[config.mk]
export PLATFORM = sky130hd
export DESIGN_NAME = vga_frame_arbiter
export DESIGN_NICKNAME = d
export VERILOG_FILES = /design/src/rtl/vga_pkg.sv /design/src/rtl/rr_arbiter_4.sv /design/src/rtl/vga_frame_arbiter.sv
export SDC_FILE = /design/constraint.sdc
export NUM_CORES = 1
export LEC_CHECK = 0
export CAP_MARGIN = 40
export CELL_PAD_IN_SITES_DETAIL_PLACEMENT = 0
export CELL_PAD_IN_SITES_GLOBAL_PLACEMENT = 2
export CORE_ASPECT_RATIO = 0.7
export CORE_MARGIN = 5
export CORE_UTILIZATION = 26
export DETAILED_ROUTE_END_ITERATION = 7
export PLACE_DENSITY_LB_ADDON = 0.1
export SYNTH_ARGS = -nofsm -noshare
export SYNTH_HDL_FRONTEND = slang
export SYNTH_SLANG_ARGS = --single-unit
[constraint.sdc]
create_clock -name i_Clk -period 2.32 [get_ports i_Clk]
set_clock_uncertainty 0.15 [all_clocks]
set_input_delay 0.232 -clock i_Clk [delete_from_list [all_inputs] [get_ports i_Clk]]
set_output_delay 0.232 -clock i_Clk [all_outputs]
set_load 0.005 [all_outputs]
[src/rtl/vga_pkg.sv]
// Shared VGA constants, source count and arbiter state encoding for the
// 640x480 video path.
package vga_pkg;

    // 640x480 @ 60 Hz frame geometry
    localparam int TOTAL_COLS  = 800;
    localparam int TOTAL_ROWS  = 525;
    localparam int ACTIVE_COLS = 640;
    localparam int ACTIVE_ROWS = 480;

    // Porch and sync widths used by the downstream sync/porch stage
    localparam int H_FRONT_PORCH = 16;
    localparam int H_SYNC_WIDTH  = 96;
    localparam int H_BACK_PORCH  = 48;
    localparam int V_FRONT_PORCH = 10;
    localparam int V_SYNC_WIDTH  = 2;
    localparam int V_BACK_PORCH  = 33;

    // Number of video-pattern requesters sharing the output
    localparam int NUM_SRC = 4;

    // Width of the column/row counters
    localparam int COUNT_WIDTH = 10;

    // Arbiter states: no owner, or exactly one owner for the current frame
    typedef enum logic {
        ARB_IDLE = 1'b0,
        ARB_OWN  = 1'b1
    } arb_state_t;

    // Converts a one-hot source vector into its source index
    function automatic logic [1:0] onehot_to_idx(input logic [NUM_SRC-1:0] oh);
        logic [1:0] idx;
        idx = '0;
        for (int i = 0; i < NUM_SRC; i++) begin
            if (oh[i]) begin
                idx = 2'(i);
            end
        end
        return idx;
    endfunction

endpackage

[src/rtl/rr_arbiter_4.sv]
// Combinational round-robin pick among four requesters. The search starts at
// the source after last_owner and wraps, so the previous owner is considered
// last and only wins when nobody else is asking.
module rr_arbiter_4
    import vga_pkg::*;
(
    input  logic [NUM_SRC-1:0] req,
    input  logic [1:0]         last_owner,
    output logic [NUM_SRC-1:0] grant,
    output logic               valid
);

    logic [1:0] idx;

    // Walk the sources in rotating priority order and take the first requester
    always_comb begin
        grant = '0;
        valid = 1'b0;
        idx   = '0;
        for (int i = 1; i <= NUM_SRC; i++) begin
            idx = last_owner + 2'(i);
            if (!valid && req[idx]) begin
                grant[idx] = 1'b1;
                valid      = 1'b1;
            end
        end
    end

endmodule

[src/rtl/vga_frame_arbiter.sv]
// Frame-synchronous timing master and source arbiter: generates active-region
// sync and counts, and hands the single VGA output to one of four sources for
// whole frames at a time so that a frame is never torn.
module vga_frame_arbiter
    import vga_pkg::*;
#(
    parameter int VIDEO_WIDTH = 3,
    parameter int TOTAL_COLS  = vga_pkg::TOTAL_COLS,
    parameter int TOTAL_ROWS  = vga_pkg::TOTAL_ROWS,
    parameter int ACTIVE_COLS = vga_pkg::ACTIVE_COLS,
    parameter int ACTIVE_ROWS = vga_pkg::ACTIVE_ROWS
) (
    input  logic                           i_Clk,
    input  logic                           i_Rst,
    input  logic [NUM_SRC-1:0]             i_Req,
    input  logic [NUM_SRC*VIDEO_WIDTH-1:0] i_Red_Video,
    input  logic [NUM_SRC*VIDEO_WIDTH-1:0] i_Grn_Video,
    input  logic [NUM_SRC*VIDEO_WIDTH-1:0] i_Blu_Video,
    output logic                           o_HSync,
    output logic                           o_VSync,
    output logic [COUNT_WIDTH-1:0]         o_Col_Count,
    output logic [COUNT_WIDTH-1:0]         o_Row_Count,
    output logic                           o_Frame_Start,
    output logic [NUM_SRC-1:0]             o_Grant,
    output logic [VIDEO_WIDTH-1:0]         o_Red_Video,
    output logic [VIDEO_WIDTH-1:0]         o_Grn_Video,
    output logic [VIDEO_WIDTH-1:0]         o_Blu_Video
);

    localparam logic [COUNT_WIDTH-1:0] LAST_COL = COUNT_WIDTH'(TOTAL_COLS - 1);
    localparam logic [COUNT_WIDTH-1:0] LAST_ROW = COUNT_WIDTH'(TOTAL_ROWS - 1);
    localparam logic [COUNT_WIDTH-1:0] ACT_COLS = COUNT_WIDTH'(ACTIVE_COLS);
    localparam logic [COUNT_WIDTH-1:0] ACT_ROWS = COUNT_WIDTH'(ACTIVE_ROWS);

    // Internal position; reset parks it on the last pixel so the first clock
    // after release lands on (0,0) and triggers a frame-boundary arbitration.
    logic [COUNT_WIDTH-1:0] col_q;
    logic [COUNT_WIDTH-1:0] row_q;
    logic [COUNT_WIDTH-1:0] next_col;
    logic [COUNT_WIDTH-1:0] next_row;
    logic                   wrap;

    arb_state_t             state;
    logic [1:0]             last_owner;
    logic [NUM_SRC-1:0]     pick_grant;
    logic                   pick_valid;

    logic [VIDEO_WIDTH-1:0] sel_red;
    logic [VIDEO_WIDTH-1:0] sel_grn;
    logic [VIDEO_WIDTH-1:0] sel_blu;
    logic                   show_pixel;

    // Next position and detection of the wrap back to (0,0)
    always_comb begin
        wrap     = (col_q == LAST_COL) && (row_q == LAST_ROW);
        next_col = (col_q == LAST_COL) ? '0 : col_q + 1'b1;
        next_row = row_q;
        if (col_q == LAST_COL) begin
            next_row = (row_q == LAST_ROW) ? '0 : row_q + 1'b1;
        end
    end

    // Free-running column/row position
    always_ff @(posedge i_Clk or posedge i_Rst) begin
        if (i_Rst) begin
            col_q <= LAST_COL;
            row_q <= LAST_ROW;
        end else begin
            col_q <= next_col;
            row_q <= next_row;
        end
    end

    // Published counts, active-region syncs and frame-start pulse, all updated together
    always_ff @(posedge i_Clk or posedge i_Rst) begin
        if (i_Rst) begin
            o_Col_Count   <= '0;
            o_Row_Count   <= '0;
            o_HSync       <= 1'b0;
            o_VSync       <= 1'b0;
            o_Frame_Start <= 1'b0;
        end else begin
            o_Col_Count   <= next_col;
            o_Row_Count   <= next_row;
            o_HSync       <= (next_col < ACT_COLS);
            o_VSync       <= (next_row < ACT_ROWS);
            o_Frame_Start <= wrap;
        end
    end

    rr_arbiter_4 u_rr_arbiter (
        .req        (i_Req),
        .last_owner (last_owner),
        .grant      (pick_grant),
        .valid      (pick_valid)
    );

    // Ownership FSM, only re-evaluated on the frame wrap so a frame is never torn
    always_ff @(posedge i_Clk or posedge i_Rst) begin
        if (i_Rst) begin
            state      <= ARB_IDLE;
            o_Grant    <= '0;
            last_owner <= 2'd3;
        end else if (wrap) begin
            if (pick_valid) begin
                state      <= ARB_OWN;
                o_Grant    <= pick_grant;
                last_owner <= onehot_to_idx(pick_grant);
            end else begin
                state      <= ARB_IDLE;
                o_Grant    <= '0;
            end
        end
    end

    // Select the current owner's pixel and decide whether it is visible
    always_comb begin
        sel_red    = '0;
        sel_grn    = '0;
        sel_blu    = '0;
        show_pixel = o_HSync && o_VSync && (state == ARB_OWN);
        for (int n = 0; n < NUM_SRC; n++) begin
            if (o_Grant[n]) begin
                sel_red = i_Red_Video[n*VIDEO_WIDTH +: VIDEO_WIDTH];
                sel_grn = i_Grn_Video[n*VIDEO_WIDTH +: VIDEO_WIDTH];
                sel_blu = i_Blu_Video[n*VIDEO_WIDTH +: VIDEO_WIDTH];
            end
        end
    end

    // Register the blanked video one cycle behind the counts that produced it
    always_ff @(posedge i_Clk or posedge i_Rst) begin
        if (i_Rst) begin
            o_Red_Video <= '0;
            o_Grn_Video <= '0;
            o_Blu_Video <= '0;
        end else begin
            o_Red_Video <= show_pixel ? sel_red : '0;
            o_Grn_Video <= show_pixel ? sel_grn : '0;
            o_Blu_Video <= show_pixel ? sel_blu : '0;
        end
    end

endmodule

After elaboration in Yosys (flattened, before gate mapping)
Cells that the tools add are included.
Widths: inputs -> output; s select.
{"block": "word_totals", "ff_bits": 59, "wordCells": 94}
{"block": "op_classes", "addsub": 5, "order_cmp": 10, "n_reduce_logical": 14, "mux": 47, "bitwise": 3, "n_eq_ne": 2}
{"operator": "$mux 3", "n": 15}
{"operator": "$mux 10", "n": 3}
{"operator": "$add 10x1->10 const B", "n": 2}
{"operator": "$eq 10x10->1 const B", "n": 2}
{"operator": "$mux 4", "n": 5}
{"operator": "$mux 1", "n": 14}
{"operator": "$lt 2x3->1 const B", "n": 4}
{"operator": "$or 4x4->4", "n": 3}
{"operator": "$logic_and 1x1->1", "n": 10}
{"operator": "$lt 10x10->1 const B", "n": 1}
{"operator": "$lt 10x9->1 const B", "n": 1}
{"operator": "$bmux 1 s2", "n": 4}
{"operator": "$demux 1 s2", "n": 4}
{"operator": "$ge 2x1->1 const B", "n": 4}
{"operator": "$add 2x2->2 const B", "n": 2}
{"operator": "$mux 2", "n": 2}
{"operator": "$logic_not 1->1", "n": 3}
{"operator": "$add 2x1->2 const B", "n": 1}
{"operator": "$reduce_and 2->1", "n": 1}

Longest topological paths before layout
Gate-level depths: netlist of run 1.
{"block": "logic_depth", "depth_word": 16, "ltp_mapped": 9, "ltp_nobuf": 8}

Cells and area by module
A second synthesis of run 1 with hierarchy kept.
{"block": "hier_totals", "hier_cells": 269, "hier_area_um2": 2667.6}
{"module": "vga_frame_arbiter", "cells_each": 221, "area_per_inst_um2": 2252.2, "n_inst": 1, "seq_area_each_um2": 1241.2}
{"module": "rr_arbiter_4", "cells_each": 48, "area_per_inst_um2": 415.4, "n_inst": 1, "seq_area_each_um2": 0.0}

Worst setup path after synthesis of run 1
No wires, ideal clock.
{"block": "synth_path", "path_type": "register to register", "startpoint": "reg last_owner[0]", "endpoint": "reg last_owner[0]", "n_path_buf": 1, "setup_time_ns": 0.093, "arrival_ns": 2.266, "path_stages_with_launch": 9, "synth_period_minus_slack_ns": 2.509, "path_slack_ns": -0.189, "cell_sequence": "dfstp_2 -> buf_6 -> inv_1 -> ha_1 -> mux4_2 -> a31o_1 -> a221o_1 -> a32oi_1 -> o22ai_1"}
{"block": "synth_via", "elab_chain_len": 16, "word_cells_on_any_way": 52}
{"element": "from (decl)", "line": "vga_frame_arbiter.sv:44", "rtl": "logic [1:0] last_owner;"}
{"element": "from (signal assigned)", "line": "vga_frame_arbiter.sv:108", "rtl": "last_owner <= onehot_to_idx(pick_grant);"}
{"element": "parallel branches: the longest is 16 deep, another holds $lt 2x3->1"}
Parallel ways; which one is timed is not known. The select of a mux whose other input is x is not followed.
A chain may end at the register's enable or synchronous reset.

Final worst setup path of run 1
Same ends and word-level chain as after synthesis.

==> impl_summary.md, run 1 <==
Global routing
The initial antenna violation count is 0. The first global-routing pass estimated 12200 um of wire. Global routing finished with a remaining overflow of 0. The via count of the first global-routing pass came to around 2.3k. The maximum number of pins on one net before global-route repair is 50.

In the global route stage, overall resource usage came out at 12.8%.

STA
Setup repair after global routing could not meet its margin everywhere. The final setup violation count is 5. For the pin with the worst max-slew slack, the measured transition is slightly below 0.7 ns. For the finished layout, the period the worst path requires is 2.38 ns. Hold timing on the final database bottoms out at a slack of 0.152 ns. Measured against its own limit, the worst slew margin works out to 53.9%. Based on the critical path, the design can be clocked at up to 420 MHz. The final number of hold-violating endpoints was 0. Setup total negative slack on the finished layout was measured at -0.207 ns. The number of slew-limit violations in the final report is 0.

In the post-route analysis, the smallest setup slack over all paths is -0.0592 ns. The post-route fraction of the period consumed by the critical path is 103%.

Clocking
The number of hold buffers added after CTS was 0. The number of sinks driven by the clock tree is 49. The H-tree was split into 2 levels.

TritonCTS built the clock tree. CTS placed an instance of sky130_fd_sc_hd__clkbuf_16 at the clock tree root. Clock latency on the worst-skew pair, taken at its later pin, is around 0.29 ns. Clock-pin slew was measured on the worst setup and hold paths at 0.07 ns.

Counting the buffers created by CTS gives 5. The maximum clock insertion buffer count is 2.

Synthesis
The synthesized design spends more area on one cell type than any other, namely sky130_fd_sc_hd__dfrtp_1. The average instance in the mapped netlist occupies 10.4 sq um. The top flip-flop cell by instance count after synthesis is sky130_fd_sc_hd__dfrtp_1. In the synthesized netlist, the cells that appear most often are 37 x sky130_fd_sc_hd__dfrtp_1, 24 x sky130_fd_sc_hd__nor2_1, 17 x sky130_fd_sc_hd__a21oi_1, 16 x sky130_fd_sc_hd__nand2_1. After synthesis, the largest area contributor takes up between 30% and 40% of total cell area.

The sequential area share after synthesis is approximately 47%. Counting flops and latches in the post-synthesis netlist gives a little under 50. The Yosys step of the flow raised 0 warnings. The most common cell in the synthesized netlist is sky130_fd_sc_hd__dfrtp_1.

The number of nets produced by synthesis is 310. Counting flops with a built-in enable in the synthesized netlist gives 0. Ranked by total cell area, the synthesized netlist is headed by sky130_fd_sc_hd__dfrtp_1 35%, sky130_fd_sc_hd__dfstp_2 12%, sky130_fd_sc_hd__ha_1 5.2%. The summed instance area of the synthesized netlist is 2660 sq um. Counting distinct cell types in the post-synthesis netlist gives 51. The gate count of the mapped netlist is approximately 260. The fraction of registers with async set or reset after synthesis is 100%.

Worst setup path
In this run the worst path has a maximum fanout of 6. The data arrival time of the critical path is 2.44 ns. The endpoint class of the critical path is a flip-flop. Measured in cells, the most critical reg-to-reg path has a length of 7. The type of element launching the critical path is a flip-flop. The category of the critical setup timing path is reg2reg. The required time at the endpoint of the critical path is 2.38 ns.

Die
The floorplan die width is 131 um. The floorplan has 30 rows. In this run the count of I/O pins placed on the die edge is 78. For this configuration, the core starts out at a cell density of 27.0%. The floorplan die area is around 12000 sq um. The die span in y is ~95 um. The core area is 9830 sq um.

Worst hold path
The min-delay analysis places its worst path in the category in2async.

Cells and area
The finished cells cover 3910 sq um. The area added between synthesis and finish is 47.0%. The finished layout holds slightly below 500 standard cells, fillers aside. 0 antenna diodes ended up in the layout.

The final layout contains 405 nets. The fraction of final layout cells with drive strength greater than 1 is 20.4%.

Drt
The count of unresolved DRC violations after routing is 0. The count of antenna-violating nets left after detailed routing is 0. The DRC violation total after the first TritonRoute iteration is 111. Summing over every cut layer, the via total after detailed routing is 2222.

The mean number of vias per cell is 4.62. Summed over all layers, the routed wires come to around 7700 um. After detailed routing, the average wire length per cell comes to 15.9 um. For this run, the detailed router's first-pass iteration total came to 4.

Status
The run finished, with violations left. The final reports fail on setup timing.

Place
The placed instance area is 3720 sq um. The number of port buffers is 77. Including well taps, the total number of placed cells is 472. The congestion estimate from routability-driven global placement came to 0.749.

The wire-length estimate of the detail-placed layout is 5720 um.

Power and ir drop
The analysis attributes to cell leakage a power of 1.59 nW. Power spread over the standard cell area amounts to 514 nW/um^2. Across the VDD grid, the largest voltage drop is approximately 0.25 mV.

Flow run
The count of maximum capacitance violations is 0.
[per-stage QoR]
stage	worst slack [ns]	utilization [%]	total power, mW
after detailed placement	-0.0879	37.8	1.26
after floorplan	-0.0489	-	1.08
after global placement	-0.0716	37.8	1.26
after CTS	-0.0432	39.6	2.04
final	-0.0592	39.8	2.01
after global routing	-0.136	39.8	2.10
[what timing repair did]
action                                  CTS  global route
gates resized for setup                   4             4
endpoints found under the setup margin    6             9
pin swaps                                 1             2
setup buffers                             1             0
[critical path: stages (launching register included)]
cell                        delay (ns)
sky130_fd_sc_hd__dfstp_2          0.64
sky130_fd_sc_hd__inv_4            0.05
sky130_fd_sc_hd__ha_4             0.27
sky130_fd_sc_hd__mux4_2           0.38
sky130_fd_sc_hd__a21oi_1          0.18
sky130_fd_sc_hd__a21oi_2          0.11
sky130_fd_sc_hd__a2111oi_4        0.37
sky130_fd_sc_hd__o22ai_1          0.14
[report_power, final]
part	internal, mW	total (mW)	switching, mW
sequential	0.872	0.881	0.00986
clock	0.407	0.755	0.348
combinational	0.209	0.372	0.164
[final cells by class]
class | instances | area [sq um]
clock inverter | 3 | 26.3
fill | 995 | 5920
sequential | 49 | 1240
tap | 128 | 160
clock buffer | 5 | 125
timing repair buffer | 108 | 1020
multi-input combinational | 180 | 1310
inverter | 8 | 32.5
[sequential cells by signal, summed over array words and instances (netlist names)]
name           count
o_Col_Count       10
o_Row_Count       10
col_q              7
o_Grant            4
o_Blu_Video        3
o_Grn_Video        3
o_Red_Video        3
row_q              3
last_owner         2
o_Frame_Start      1
o_HSync            1
o_VSync            1
state              1
[cells in the final DEF, fill, tap and decap left out, types with 3 or more instances in the layout]
cell type,instances
sky130_fd_sc_hd__a21oi_1,14
sky130_fd_sc_hd__mux2i_1,3
sky130_fd_sc_hd__xor2_1,10
sky130_fd_sc_hd__a21oi_2,4
sky130_fd_sc_hd__and3_1,3
sky130_fd_sc_hd__dfrtp_1,37
sky130_fd_sc_hd__ha_1,10
sky130_fd_sc_hd__clkdlybuf4s50_1,77
sky130_fd_sc_hd__buf_4,30
sky130_fd_sc_hd__nand2_1,16
sky130_fd_sc_hd__dfstp_2,12
sky130_fd_sc_hd__and2_1,3
sky130_fd_sc_hd__nand3_1,8
sky130_fd_sc_hd__nor2_1,24
sky130_fd_sc_hd__mux4_2,3
sky130_fd_sc_hd__xnor2_1,4
sky130_fd_sc_hd__clkbuf_16,5
sky130_fd_sc_hd__nor2b_1,12
sky130_fd_sc_hd__o21ai_0,5
sky130_fd_sc_hd__nor3_1,11
sky130_fd_sc_hd__a221oi_1,9
sky130_fd_sc_hd__nand4_1,6
sky130_fd_sc_hd__inv_1,5
[kinds of logic (layout without fill, tap and decap cells)]
kind of cell	count (synthesis)	after routing	share of synthesized area, %
xor+xnor	14	14	4.61
buf+inv	28	124	5.74
fa+ha+maj	11	11	5.17
simple gates	100	100	20.7
compound gates	48	48	12.9
mux	7	7	4.23
flops	49	49	46.7
[per-layer routing]
metal / vias to the layer above / share of wire, % / GRT usage (%)
met5: - / 0 / 0
met4: 0 / 0.85 / 2.91
met3: 7 / 6.6 / 3.11
met2: 63 / 39 / 17.7
met1: 1046 / 54 / 19.7
li1: 1106 / - / -
[final timing paths]
path	slack [ns]	to	from
worst max-delay path	-0.06	last_owner[0]$_DFFE_PP1P_	last_owner[0]$_DFFE_PP1P_
worst min-delay path	0.15	o_Row_Count[4]$_DFFE_PP0N_	i_Rst
worst max register to register	-0.06	last_owner[0]$_DFFE_PP1P_	last_owner[0]$_DFFE_PP1P_
worst min register to register	0.33	state$_DFFE_PP0P_	state$_DFFE_PP0P_
max in group asynchronous	1.57	col_q[1]$_DFF_PP1_	i_Rst
min in group i_Clk	0.33	state$_DFFE_PP0P_	state$_DFFE_PP0P_
(Power assumes the default switching activity.)
==> run 2, diff against run 1 <==
- HOLD_SLACK_MARGIN: default -> 0.08
==> results of run 2 <==
The final DEF is identical to that of run 1; final timing and power are the same.
